### src/rtl/fetch_sequencer.sv
// fetch_sequencer: fetch/decode/jump/halt control FSM for the PC + ROM + fetch-register datapath
module fetch_sequencer #(
    parameter int ADDR_W = 12,
    parameter logic [3:0] JMP_OP = 4'hC,
    parameter logic [3:0] JC_OP = 4'hD,
    parameter logic [3:0] JZ_OP = 4'hE,
    parameter logic [3:0] HLT_OP = 4'hF
) (
    input logic clck,
    input logic rst,
    input logic run,
    input logic resume,
    input logic halt_req,
    input logic [7:0] pb,
    input logic [3:0] instr,
    input logic [3:0] oprnd,
    input logic flag_c,
    input logic flag_z,
    output logic en_pc,
    output logic en_fetch,
    output logic ld_pc,
    output logic [ADDR_W-1:0] load_addr,
    output logic exec_stb,
    output logic halted,
    output logic [2:0] state
);
    localparam logic [2:0] IDLE = 3'd0, FETCH = 3'd1, DECODE = 3'd2, JADDR = 3'd3, JLOAD = 3'd4, HALT = 3'd5;
    logic [2:0] next;
    logic [ADDR_W-9:0] addr_hi;
    logic [7:0] addr_lo;
    logic taken;
    logic is_hlt, is_jmp, cond;
    assign is_hlt = instr == HLT_OP;
    assign is_jmp = instr == JMP_OP || instr == JC_OP || instr == JZ_OP;
    assign cond = instr == JMP_OP || (instr == JC_OP && flag_c) || (instr == JZ_OP && flag_z);
    always_ff @(posedge clck) begin
        if (rst) begin
            state <= IDLE;
            addr_hi <= '0;
            addr_lo <= '0;
            taken <= 1'b0;
        end else begin
            state <= next;
            if (state == DECODE && is_jmp) begin
                addr_hi <= oprnd[ADDR_W-9:0];
                taken <= cond;
            end
            if (state == JADDR) addr_lo <= pb;
        end
    end
    always_comb begin
        next = IDLE;
        case (state)
            IDLE: next = run ? FETCH : IDLE;
            FETCH: next = DECODE;
            DECODE: next = is_hlt ? HALT : is_jmp ? JADDR : halt_req ? HALT : FETCH;
            JADDR: next = taken ? JLOAD : halt_req ? HALT : FETCH;
            JLOAD: next = halt_req ? HALT : FETCH;
            HALT: next = resume ? FETCH : HALT;
            default: next = IDLE;
        endcase
    end
    always_comb begin
        en_fetch = state == FETCH;
        en_pc = (state == DECODE && !is_hlt) || (state == JADDR && !taken);
        exec_stb = state == DECODE && !is_hlt && !is_jmp;
        ld_pc = state == JLOAD;
        load_addr = ld_pc ? {addr_hi, addr_lo} : '0;
        halted = state == HALT;
    end
endmodule

### config.mk
export PLATFORM = sky130hd
export DESIGN_NAME = fetch_sequencer
export DESIGN_NICKNAME = d
export VERILOG_FILES = /design/src/rtl/fetch_sequencer.sv
export SDC_FILE = /design/constraint.sdc
export NUM_CORES = 1
export LEC_CHECK = 0
export BUFFER_PORTS_ARGS = -buffer_cell sky130_fd_sc_hd__buf_2
export CAP_MARGIN = 10
export CORE_MARGIN = 3
export CORE_UTILIZATION = 46
export DETAILED_ROUTE_END_ITERATION = 10
export PLACE_DENSITY_LB_ADDON = 0.15
export SLEW_MARGIN = 20
export SYNTH_ARGS = -nofsm -noshare
export SYNTH_HDL_FRONTEND = slang
export SYNTH_SLANG_ARGS = --single-unit
### constraint.sdc
create_clock -name clck -period 3.4 [get_ports clck]
set_input_delay 0.17 -clock clck [delete_from_list [all_inputs] [get_ports clck]]
set_output_delay 0.17 -clock clck [all_outputs]
set_load 0.05 [all_outputs]
Word level (Yosys, flattened, before mapping). Cells that the tools add are included.

Register bits after elaboration: 16. Output and inout port bits: 20. Word-level logic and storage cells: 36.

Eq/ne operators: 9. Muxes and demuxes: 8. Reduce and logical (&&, ||, !) cells: 15.

Operator list (number): $pmux 3 s6 (1); $eq 4x4->1 const B (4); $mux 3 (5); $mux 12 (1); $eq 3x2->1 const B (2); $eq 3x3->1 const B (2); $logic_and 1x1->1 (6); $logic_or 1x1->1 (5); $eq 3x1->1 const B (1); $logic_not 1->1 (3); $logic_not 3->1 (1); $mux 1 (1).

Logic depth before layout (Yosys ltp).
Depth after elaboration: 6. Mapped depth: 5. Depth with buffers taken out: 4.

Worst setup path before layout. No wires, ideal clock.

Path kind: register to output. Start point: register state[2]. End point: output port load_addr[10]. Arrival: 2.167 ns. Setup slack: 1.063 ns. Stages on the path, launching flop included: 5. Buffers on the path: 1. Path through: dfxtp_1 -> nand2b_1 -> nor2_1 -> clkbuf_1 -> and2_1.

Cells in the longest elaborated chain, start to end: 2.

Ends and longest elaborated chain: from (decl) (line 25) `output logic [2:0] state`; from (signal assigned) (line 43) `state <= next;`; $eq 3x3->1 (line 67) `ld_pc = state == JLOAD;`; via ld_pc (line 21) `output logic ld_pc,`; $mux 12 (line 68) `load_addr = ld_pc ? {addr_hi, addr_lo} : '0;`; to (decl) (line 22) `output logic [ADDR_W-1:0] load_addr,`.

The timed path passes the listed nets, and every way through them passes these cells.

Worst setup path in the final report.
Start point: register state[2]. End point: output port load_addr[10].

Cells in the longest elaborated chain, start to end: 2.

Ends and longest elaborated chain (line): $eq 3x3->1 (67); $mux 12 (68).

Every way passes these cells.

==> metrics.csv <==
metric;value;unit
register area share after synthesis;40.6;%
maximum clock rate;0.476;GHz
fin. max-slew vios;0;
initial antenna violation count;0;
Synth Instances;91;
vias in the first global route;670;
post-route cell area;1010;sq um
die area;2250;sq um
overall power;0.362;mW
first-pass GRT wire length;2.80;mm
worst slack at placement;1.48;ns
Die Y;47.4;microns
type of the worst setup path;register to primary output;
grt ovf;0;
antenna viol nets, final;0;
RSZ-0062 raised after global routing;no;
DP HPWL;1.34;mm
Min-Delay Path Depth;3;
core area;1560;sq um
# hold bufs at CTS;0;
Post-CTS Resized;0;
Synth Area per Inst;8.66;sq um
worst clock skew;0.000691;ns
port buffer count;42;
Vias;754;
Max Cap Viol;0;
Pre-Repair DR Iteration Count;4;
CTS Buf Count;3;
crit path launch type;register;
Placed Cells;144;
Pwr Density;357;nW/um^2
P_leak;0.584;nW
setup TNS;0;ns
maximum vdd drop;0.249;mV
# IOs;43;
placed instance area;992;sq um
CTS Buffer Depth;2;
CP Data Arrival Time;1.93;ns
DR DRC count;0;
share of layout cells above drive strength 1;35.9;%
fillers;142;
# diodes;0;
Sink Count;16;
clk root buf;clkbuf_4;
largest net degree at the start of global routing;19;
non-filler cells, final;147;
DR iter-0 viols;10;
Synth Register Bits;16;
H-tree depth;1;
critical path endpoint category;primary output;
Layout Nets;156;
initial core utilization;50.6;%
post-DR wirelength/cell;12.3;microns
final count of hold timing violations;0;
min cycle time layout;2.10;ns
Die X;47.4;microns
Tot GR Track Use;17.9;%
fin crit share;61.8;%
outcome;finished, final reports clean;
Post-Syn Area;788;sq um
Crit path required time;3.23;ns
Final Util;65.1;%
Syn Nets;114;
Area Growth Syn to Fin;28.7;%
Syn. warnings;0;
placer congestion estimate;0.819;
final WL;1.81;mm
post-DR vias/cell;5.13;
FF-to-FF path depth;4;
Rel. slew slack;51.9;%
worst hold margin;0.109;ns
final worst setup slack;1.30;ns
Post-CTS Setup Bufs;0;
Worst-path clk slew;0.09;ns
Hold Crit Class;primary input to register;
Unique masters post-synth;24;
CP max FO;14;
worst skew pair latency;0.28;ns
placement row count;14;
worst slew pin tran;0.718;ns
endpoints failing setup;0;
TritonCTS clock tree;done;
[sequential cells by signal, indices dropped and copies added, names as in the netlist]
signal	count
taken	1
addr_hi	4
addr_lo	8
state	3
[path summary, 6_finish.rpt]
check | startpoint | endpoint | slack (ns)
setup reg to reg | state[1] | taken | 1.45
setup / recovery | state[2] | load_addr[10] | 1.30
hold / removal | pb[4] | addr_lo[4] | 0.11
hold reg to reg | addr_lo[6] | addr_lo[6] | 0.50
[metal layers]
metal  wire length (microns)  share of wire, %  vias up  track usage (%)
met5                       0                 0        -                0
met4                      36               2.0        0             9.94
met3                     133               7.4        5             3.45
met2                     829                46       28             29.1
met1                     804                45      337             22.0
li1                        -                 -      384                -
[placed cells by master, fill, tap and decap left out]
master     n
buf_2     42
or2b_1     1
a221oi_1   1
and2_1    12
a21oi_1    2
nand3_1    1
nand2_1    6
a221o_1    1
dfxtp_1   16
clkbuf_4   3
a211oi_1   1
nand4b_1   1
nand2b_1   3
o22ai_1    2
or3b_1     1
or4bb_1    1
nand3b_1   1
o311ai_0   1
nor2_1    18
mux2i_1   12
a21oi_2    1
or3b_4     1
inv_1      3
[worst max-delay path, stage by stage (launching register included)]
cell      delay, ns
dfxtp_1        0.48
nand2b_1       0.11
nor2_1         0.56
and2_1         0.22
buf_2          0.26
[cells by family (layout without fill, tap and decap cells)]
logic type      Yosys count  count (layout)  share of synthesized area, %
simple gates             46              46                          31.0
buf+inv                   8              48                          4.76
compound gates            9               9                          8.41
mux                      12              12                          15.2
flops                    16              16                          40.6
[Yosys cell counts]
master	n	share of area, %
a211oi_1	1	0.95
a221oi_1	1	1.1
or2b_1	1	0.95
nor2_1	18	8.6
o311ai_0	1	1.1
nand4b_1	1	1.1
buf_1	1	0.48
or3b_1	1	1.1
a221o_1	1	1.3
nand3b_1	1	0.95
nand2_1	6	2.9
and2_1	12	9.5
a21oi_1	2	1.3
or4bb_1	1	1.4
nand3_1	1	0.63
a21oi_2	1	1.1
o22ai_1	2	1.6
inv_1	3	1.4
buf_6	1	1.4
clkbuf_1	3	1.4
dfxtp_1	16	41
mux2i_1	12	15
nand2b_1	3	2.4
or3b_4	1	1.4
[where the power goes]
group          internal [mW]  switching, mW  leakage [nW]
sequential             0.192        0.00588         0.129
combinational         0.0237         0.0406         0.441
clock                 0.0412         0.0587        0.0138
total                  0.257          0.105         0.584
[area by class of cell]
| class | instances | area [sq um] | area share, % |
|---|---|---|---|
| Sequential cell | 16 | 320 | 31.6 |
| Clock buffer | 3 | 22.5 | 2.22 |
| Inverter | 3 | 11.3 | 1.11 |
| Multi-Input combinational cell | 67 | 430 | 42.4 |
| Tap cell | 16 | 20.0 | 1.97 |
| Timing Repair Buffer | 42 | 210 | 20.7 |
No activity file was read; power rests on OpenSTA's default activity.
